--- src/rtl/board_redraw_sequencer.sv ---
`default_nettype none
// ============================================================================
// Module   : board_redraw_sequencer
// Purpose  : Initiator side of the draw_cell handshake. It walks the 9x9
//            Sudoku board held in a synchronous-read board RAM. For each cell
//            it fetches the digit and the given flag, picks a colour, and
//            issues one start_write transaction to draw_cell. A single-cell
//            redraw request is serviced ahead of the next step of a sweep.
// Revision : 1.0 - initial release
// ----------------------------------------------------------------------------
// Ports
//   clk            system clock
//   rst_n          asynchronous active-low reset
//   full_req_i     pulse: redraw all 81 cells
//   cell_req_i     pulse: redraw cell (req_row_i, req_col_i)
//   req_row_i/col  coordinates for cell_req_i, 0..8 (larger values ignored)
//   cursor_row_i/col_i  cursor position, selects COLOR_CURSOR
//   ram_addr_o     board RAM read address (row*9+col)
//   ram_data_i     {given, digit[3:0]}, valid one cycle after ram_addr_o
//   start_write_o  request to draw_cell, held until working_i is seen
//   cell_row_o/cell_col_o/cell_data_o/color_code_o  payload to draw_cell
//   working_i      draw_cell busy flag
//   busy_o         sequencer active or a request pending
//   timeout_err_o  sticky: draw_cell failed to acknowledge a start_write
// ============================================================================
module board_redraw_sequencer #(
  parameter logic [2:0]  COLOR_GIVEN  = 3'd1,
  parameter logic [2:0]  COLOR_USER   = 3'd2,
  parameter logic [2:0]  COLOR_CURSOR = 3'd4,
  parameter int unsigned ACK_TIMEOUT  = 16
) (
  input  logic       clk,
  input  logic       rst_n,
  input  logic       full_req_i,
  input  logic       cell_req_i,
  input  logic [3:0] req_row_i,
  input  logic [3:0] req_col_i,
  input  logic [3:0] cursor_row_i,
  input  logic [3:0] cursor_col_i,
  output logic [6:0] ram_addr_o,
  input  logic [4:0] ram_data_i,
  output logic       start_write_o,
  output logic [3:0] cell_row_o,
  output logic [3:0] cell_col_o,
  output logic [3:0] cell_data_o,
  output logic [2:0] color_code_o,
  input  logic       working_i,
  output logic       busy_o,
  output logic       timeout_err_o
);

  typedef enum logic [2:0] {
    S_IDLE  = 3'd0,
    S_ADDR  = 3'd1,
    S_DATA  = 3'd2,
    S_START = 3'd3,
    S_WAIT  = 3'd4
  } state_t;

  // Timer counts 0..ACK_TIMEOUT-1 while start_write is held.
  localparam int unsigned   TMR_W    = (ACK_TIMEOUT > 1) ? $clog2(ACK_TIMEOUT) : 1;
  localparam logic [TMR_W-1:0] TMR_LAST = TMR_W'(ACK_TIMEOUT - 1);

  state_t           state_q;
  logic             full_pend_q, full_pend_d;
  logic             cell_pend_q, cell_pend_d;
  logic [3:0]       req_row_q, req_row_d;
  logic [3:0]       req_col_q, req_col_d;
  logic             sweep_act_q;
  logic [3:0]       sw_row_q, sw_col_q;
  logic [3:0]       cur_row_q, cur_col_q;
  logic [TMR_W-1:0] timer_q;
  logic [6:0]       ram_addr_q;
  logic             start_write_q;
  logic [3:0]       cell_row_q, cell_col_q, cell_data_q;
  logic [2:0]       color_q;
  logic             tmo_err_q;

  // Next-target selection
  logic       pick_valid, pick_cell, pick_full, pick_sweep;
  logic [3:0] pick_row, pick_col;
  logic [3:0] succ_row, succ_col;
  logic       succ_done;
  logic [6:0] pick_addr;
  logic       req_ok;
  logic       timeout_hit;
  logic       advance;
  logic       launch;

  assign req_ok = cell_req_i && (req_row_i <= 4'd8) && (req_col_i <= 4'd8);

  assign timeout_hit = (state_q == S_START) && !working_i && (timer_q == TMR_LAST);

  // advance: the sequencer is free to start its next cell this cycle.
  assign advance = (state_q == S_IDLE) || timeout_hit ||
                   ((state_q == S_WAIT) && !working_i);

  // Priority: single-cell request, then a (re)started sweep, then the
  // running sweep position.
  always_comb begin
    pick_valid = 1'b0;
    pick_cell  = 1'b0;
    pick_full  = 1'b0;
    pick_sweep = 1'b0;
    pick_row   = 4'd0;
    pick_col   = 4'd0;
    if (cell_pend_q) begin
      pick_valid = 1'b1;
      pick_cell  = 1'b1;
      pick_row   = req_row_q;
      pick_col   = req_col_q;
    end else if (full_pend_q) begin
      pick_valid = 1'b1;
      pick_full  = 1'b1;
    end else if (sweep_act_q) begin
      pick_valid = 1'b1;
      pick_sweep = 1'b1;
      pick_row   = sw_row_q;
      pick_col   = sw_col_q;
    end
  end

  assign launch = advance && pick_valid;

  // Sweep position following the picked cell, used only for sweep picks.
  always_comb begin
    succ_done = (pick_row == 4'd8) && (pick_col == 4'd8);
    if (pick_col == 4'd8) begin
      succ_col = 4'd0;
      succ_row = pick_row + 4'd1;
    end else begin
      succ_col = pick_col + 4'd1;
      succ_row = pick_row;
    end
  end

  // row*9 + col as row*8 + row + col, all in 7 bits (max 80).
  assign pick_addr = ({3'b000, pick_row} << 3) + {3'b000, pick_row} + {3'b000, pick_col};

  // Pending flags: a new request in the same cycle as its consumption wins,
  // so nothing is lost.
  always_comb begin
    cell_pend_d = cell_pend_q && !(launch && pick_cell);
    req_row_d   = req_row_q;
    req_col_d   = req_col_q;
    if (req_ok) begin
      cell_pend_d = 1'b1;
      req_row_d   = req_row_i;
      req_col_d   = req_col_i;
    end
    full_pend_d = (full_pend_q && !(launch && pick_full)) || full_req_i;
  end

  always_ff @(posedge clk or negedge rst_n) begin
    if (!rst_n) begin
      state_q       <= S_IDLE;
      full_pend_q   <= 1'b0;
      cell_pend_q   <= 1'b0;
      req_row_q     <= 4'd0;
      req_col_q     <= 4'd0;
      sweep_act_q   <= 1'b0;
      sw_row_q      <= 4'd0;
      sw_col_q      <= 4'd0;
      cur_row_q     <= 4'd0;
      cur_col_q     <= 4'd0;
      timer_q       <= '0;
      ram_addr_q    <= 7'd0;
      start_write_q <= 1'b0;
      cell_row_q    <= 4'd0;
      cell_col_q    <= 4'd0;
      cell_data_q   <= 4'd0;
      color_q       <= 3'd0;
      tmo_err_q     <= 1'b0;
    end else begin
      full_pend_q <= full_pend_d;
      cell_pend_q <= cell_pend_d;
      req_row_q   <= req_row_d;
      req_col_q   <= req_col_d;

      if (timeout_hit) begin
        tmo_err_q <= 1'b1;
      end

      if (advance) begin
        // IDLE, timed-out START and finished WAIT all converge here.
        start_write_q <= 1'b0;
        if (pick_valid) begin
          state_q    <= S_ADDR;
          ram_addr_q <= pick_addr;
          cur_row_q  <= pick_row;
          cur_col_q  <= pick_col;
          // The sweep pointer moves when a sweep cell is launched, so an
          // interleaved single-cell redraw leaves it untouched.
          if (pick_full || pick_sweep) begin
            sweep_act_q <= !succ_done;
            sw_row_q    <= succ_row;
            sw_col_q    <= succ_col;
          end
        end else begin
          state_q <= S_IDLE;
        end
      end else begin
        case (state_q)
          S_ADDR: begin
            state_q <= S_DATA;
          end
          S_DATA: begin
            cell_row_q  <= cur_row_q;
            cell_col_q  <= cur_col_q;
            cell_data_q <= ram_data_i[3:0];
            if ((cur_row_q == cursor_row_i) && (cur_col_q == cursor_col_i)) begin
              color_q <= COLOR_CURSOR;
            end else if (ram_data_i[4]) begin
              color_q <= COLOR_GIVEN;
            end else begin
              color_q <= COLOR_USER;
            end
            start_write_q <= 1'b1;
            timer_q       <= '0;
            state_q       <= S_START;
          end
          S_START: begin
            if (working_i) begin
              start_write_q <= 1'b0;
              state_q       <= S_WAIT;
            end else begin
              timer_q <= timer_q + TMR_W'(1);
            end
          end
          S_WAIT: begin
            state_q <= S_WAIT;
          end
          default: begin
            state_q <= S_IDLE;
          end
        endcase
      end
    end
  end

  assign ram_addr_o    = ram_addr_q;
  assign start_write_o = start_write_q;
  assign cell_row_o    = cell_row_q;
  assign cell_col_o    = cell_col_q;
  assign cell_data_o   = cell_data_q;
  assign color_code_o  = color_q;
  assign timeout_err_o = tmo_err_q;
  assign busy_o        = (state_q != S_IDLE) || full_pend_q || cell_pend_q;

endmodule
`default_nettype wire

--- config.mk ---
export PLATFORM = sky130hd
export DESIGN_NAME = board_redraw_sequencer
export DESIGN_NICKNAME = d
export VERILOG_FILES = /design/src/rtl/board_redraw_sequencer.sv
export SDC_FILE = /design/constraint.sdc
export NUM_CORES = 1
export LEC_CHECK = 0
export CORE_UTILIZATION = 45
export CTS_CLUSTER_SIZE = 10
export DETAILED_ROUTE_END_ITERATION = 8
export PLACE_DENSITY = 0.69
export SYNTH_ARGS = -nofsm -noshare
export SYNTH_HDL_FRONTEND = slang
export SYNTH_SLANG_ARGS = --single-unit
--- constraint.sdc ---
create_clock -name clk -period 3.5 [get_ports clk]
set_input_delay 0.7 -clock clk [delete_from_list [all_inputs] [get_ports clk]]
set_output_delay 0.7 -clock clk [all_outputs]
set_load 0.01 [all_outputs]
**Yosys cells after proc, flatten, opt, wreduce, memory -nomap -nowiden**

Index checks and enable logic that the tools add are counted.

- Flip-flop bits (word level): 58
- Input port bits: 26
- Output and inout port bits: 25
- Word-level logic and storage cells: 96

- $add $sub $neg: 5
- Order comparisons: 2
- Equal/unequal tests: 11
- Mux-type cells: 28
- Bitwise operators: 1
- Reduce and logical (&&, ||, !) cells: 31

Operator list:

| cell | number |
|---|---|
| $mux 4 | 9 |
| $add 7x4->7 | 2 |
| $add 4x1->4 const B | 3 |
| $eq 4x4->1 const B | 3 |
| $logic_and 1x1->1 | 12 |
| $mux 1 | 12 |
| $pmux 3 s4 | 1 |
| $mux 3 | 3 |
| $eq 4x4->1 | 2 |
| $le 4x4->1 const B | 2 |
| $pmux 4 s2 | 1 |
| $eq 3x2->1 const B | 2 |
| $logic_or 1x1->1 | 6 |
| $reduce_and 2->1 | 3 |
| $reduce_and 3->1 | 2 |
| $reduce_bool 3->1 | 2 |
| $logic_not 1->1 | 4 |
| $eq 3x1->1 const B | 1 |
| $eq 3x3->1 const B | 1 |
| $logic_not 3->1 | 1 |
| $ne 3x3->1 const B | 1 |
| $mux 2 | 1 |
| $ne 2x2->1 const B | 1 |
| $pmux 1 s2 | 1 |
| other kinds (2) | 2 |

**Depth between registers and ports, before layout**

- Depth in word-level cells: 10
- Depth in mapped cells: 12
- Depth with buffers taken out: 11

**Worst setup path before layout**

No wires, ideal clock.

- Path type: reg2reg
- Start point: register cell_pend_q
- End point: register ram_addr_q[5] (netlist: ram_addr_o[5])
- Setup time: 0.124 ns
- Arrival time: 2.543 ns
- Data required time: 3.376 ns
- Setup slack: 0.834 ns
- Cell stages (with the launch flop): 12
- Buffers on the path: 2
- Clock period less this slack: 2.666 ns
- Cell sequence: dfrtp_1 -> buf_2 -> buf_6 -> and2_1 -> or2_2 -> ha_1 -> ha_1 -> fa_1 -> a21o_1 -> a21oi_1 -> xnor2_1 -> o21ai_1

- Longest elaborated chain between the ends: 3

RTL lines:

| item | line | source |
|---|---|---|
| start: declaration | 66 | `logic cell_pend_q, cell_pend_d;` |
| start signal: assignment | 176 | `cell_pend_q <= cell_pend_d;` |
| $mux 4 | 107 | `if (cell_pend_q) begin` |
| via pick_row[1] | 81 | `logic [3:0] pick_row, pick_col;` |
| $add 7x4->7 (2 in series) | 138 | `assign pick_addr = ({3'b000, pick_row} << 3) + {3'b000, pick_row} + {3'b000, pick_col};` |
| end signal: assignment | 189 | `ram_addr_q <= pick_addr;` |
| end: declaration | 73 | `logic [6:0] ram_addr_q;` |

The timed path passes the listed nets, and every way through them passes these cells.
A chain may end at the register's enable or synchronous reset.

**Final worst setup path**

Ends and elaborated chain as after synthesis.

==> metrics.md <==
| Metric | Value |
|---|---|
| Number of buffers created by CTS | `9` |
| CTS tree | `built` |
| Hold-fix buffers at CTS | `0` |
| Biggest area consumer among synthesized cells | `dfrtp_1` |
| Leak | `1.76 nW` |
| Maximum vdd drop | `0.000430 V` |
| Vias/cell | `5.32` |
| Drt initial violations | `122` |
| Site Rows | `30` |
| Synth Area in Compound Gates | `15.6%` |
| Post-synth top cells | `58 x dfrtp_1, 57 x nand2_1, 19 x o21ai_1` |
| Cell Chain, Critical Path | `buf_4 > nand4bb_1 > and2_1 > inv_1 > ha_1 > fa_1 > a21o_1 > a21oi_1 > xnor2_1 > o21ai_1` |
| Final Worst Setup Slack | `565 ps` |
| Crit path kind | `register to register` |
| Max Cap Viol | `0` |
| Switching share of power | `39.4%` |
| Final Instance Area | `3890 µm²` |
| Initial antenna violation count | `0` |
| Final setup viols | `0` |
| Clk sinks | `58` |
| Area Overhead vs Synth | `22.2%` |
| # fillers | `643` |
| # diodes | `0` |
| Ys Warns | `0` |
| Avg Inst Size Synth | `10.2 µm²` |
| Worst Hold Class | `input pin to asynchronous set/reset pin` |
| Pwr dens | `818 nW/µm²` |
| Crit share post-route | `83.9%` |
| Antenna-violating nets left | `0` |
| CTS clk-pin slew, worst paths | `70 ps` |
| First-pass GRT wire length | `11,700 µm` |
| WL/cell | `14.6 µm` |
| Post-synthesis simple-gate area fraction | `18.1%` |
| Clock power share | `17.1%` |
| Post-synth EDFFs | `0` |
| Cells after DPL | `446` |
| Slew Viols, Final | `0` |
| Worst-path maximum fanout | `16` |
| Postcts setup bufs | `0` |
| Top cell type's share of synthesized area | `45.6%` |
| Hpwl dp | `5030 µm` |
| CP arrival | `3150 ps` |
| Final hold violations | `0` |
| Synthesized flop and latch total | `58` |
| Max_slew headroom | `53.1%` |
| Psw | `0.00126 W` |
| Comb pwr share | `47.3%` |
| Status | `completed` |
| Max clock buf depth | `2` |
| Die Y-Extent | `86.1 µm` |
| Critical Path Sink Type | `register` |
| Final min period | `2930 ps` |
| Required @ worst endpoint | `3710 ps` |
| Fin Clk Skew | `3.26 ps` |
| Synth top area cells | `dfrtp_1 46%, nand2_1 6.7%, ha_1 4.7%` |
| Setup TNS | `0 ps` |
| Asr flop ratio synth | `100%` |
| Die area | `7420 µm²` |
| Largest stage delay on the critical path | `550 ps` |
| Buffers on Ports | `50` |
| Fraction of layout cells with a size suffix above 1 | `10.1%` |
| Number of global-route vias before repair | `2,427` |
| Max reg flops | `7` |
| Largest net degree at the start of global routing | `42` |
| Vias | `2,459` |
| GP Congestion | `0.908` |
| Drc violations | `0` |
| Gr ovfl total | `0` |
| Mapped Cells | `311` |
| Final #Nets | `400` |
| Largest family of logic cells by synthesized area | `simple AND/OR/NAND/NOR gates` |
| Area after DPL | `3720 µm²` |
| Synth Net Count | `350` |
| Overall Global Routing Usage | `20.6%` |
| Xor/xnor share of the synthesized area | `4.40%` |
| Post-Synth Adder-Cell Area | `5.34%` |
| Non-filler cells, final | `462` |
| Pre-CTS setup slack | `587 ps` |
| Fmax achieved | `341 MHz` |
| Yosys cell types | `50` |
| Most frequent cell after synthesis | `dfrtp_1` |
| Core area | `6830 µm²` |
| Primary FF master, synth | `dfrtp_1` |
| Initial Util | `46.6%` |
| Seq pwr share | `35.6%` |
| Slew @ Worst Pin | `700 ps` |
| Post-CTS Resized | `0` |
| Mux cell area share after synthesis | `6.09%` |
| # H-tree levels | `3` |
| CTS root buf | `clkbuf_8` |
| Drt total wl | `6770 µm` |
| First-pass DRT Iterations | `5` |
| Setup crit start kind | `register` |
| Skew-Pair Late Insertion Delay | `340 ps` |
| Synth Cell Area | `3180 µm²` |
| RSZ-0062 raised after global routing | `false` |
| WP buf/inv | `2` |
| Die width | `86.1 µm` |
| Int Pwr | `0.00193 W` |
| Worst path slowest cell | `dfrtp_1` |
| Part of the Yosys area used for sequential elements | `45.6%` |
| I/O pin cnt | `51` |
| Critical path's top delay family | `adder cells` |
cell families (layout without fill, tap and decap cells):
kind of cell | Yosys count | count (layout)
simple gates | 108 | 108
compound gates | 75 | 75
flops | 58 | 58
buf+inv | 26 | 81
xor+xnor | 16 | 16
mux | 15 | 15
fa+ha+maj | 13 | 13
layout make-up:
cell class,instances,area [µm²],share of cell area (%)
multi-input cells,227,1580,40.5
well taps,96,120,3.09
flip-flops and latches,58,1450,37.3
clock buffers,11,141,3.63
inverters,10,37.5,0.965
repair buffers,55,533,13.7
clock inverters,5,30.0,0.772
final timing paths:
| kind | from | end | slack (ps) | depth (start not counted) |
|---|---|---|---|---|
| min in group clk | timeout_err_o | timeout_err_o | 470 | 1 |
| max in group asynchronous | rst_n | ram_addr_o[4] | 2370 | 2 |
| setup reg to reg | cell_pend_q | ram_addr_o[5] | 570 | 10 |
| hold reg to reg | timeout_err_o | timeout_err_o | 470 | 1 |
| setup / recovery | cell_pend_q | ram_addr_o[5] | 570 | 10 |
| hold / removal | rst_n | timeout_err_o | 280 | 1 |
power by group through the flow:
stage | combinational, W | sequential, W | clock, W
after floorplan | 0.00107 | 0.00112 | 0
after global placement | 0.00149 | 0.00113 | 0
after detailed placement | 0.00151 | 0.00115 | 0
after CTS | 0.00152 | 0.00114 | 0.000559
after global routing | 0.00167 | 0.00117 | 0.000589
final | 0.00151 | 0.00113 | 0.000543
metrics by stage:
stage | total power [W] | hold WS [ps] | util, %
2_1_floorplan | 0.00219 | 404 | -
3_3_place_gp | 0.00262 | 443 | 54.5
3_5_place_dp | 0.00265 | 451 | 54.5
4_1_cts | 0.00321 | 285 | 57.0
5_1_grt | 0.00343 | 312 | 57.0
6_report | 0.00318 | 281 | 57.0
layer usage:
metal | vias up | wire, µm | GRT usage [%]
met5 | - | 0 | 0
met3 | 13 | 352 | 6.06
met1 | 1171 | 3160 | 26.9
met4 | 0 | 126 | 7.88
li1 | 1205 | - | -
met2 | 70 | 3130 | 32.3
cells in the final DEF, fill, tap and decap left out, types with 2 or more instances in the layout:
master / netlist / routed
or2_1: 2 / 2
o31ai_1: 13 / 13
nor2_1: 8 / 8
mux2_1: 7 / 7
clkinv_2: 0 / 3
buf_4: 2 / 5
o22a_1: 2 / 2
nand4bb_1: 6 / 6
and2_1: 6 / 6
and4bb_1: 3 / 3
o21ai_0: 9 / 9
xor2_1: 3 / 3
o21ai_1: 19 / 19
xnor2_1: 13 / 13
nand2_1: 57 / 57
nor3_1: 4 / 4
clkinvlp_4: 0 / 2
clkdlybuf4s50_1: 0 / 49
ha_1: 12 / 12
a22oi_1: 2 / 2
a31oi_1: 5 / 5
dfrtp_1: 58 / 58
nor4_1: 2 / 2
a21o_1: 6 / 6
mux2_4: 7 / 7
a211oi_1: 3 / 3
clkbuf_8: 0 / 10
nand3_1: 8 / 8
and3_1: 4 / 4
a21oi_1: 6 / 6
o21a_1: 2 / 2
inv_1: 9 / 9
nand4_1: 2 / 2
No activity file was read; power rests on OpenSTA's default activity.
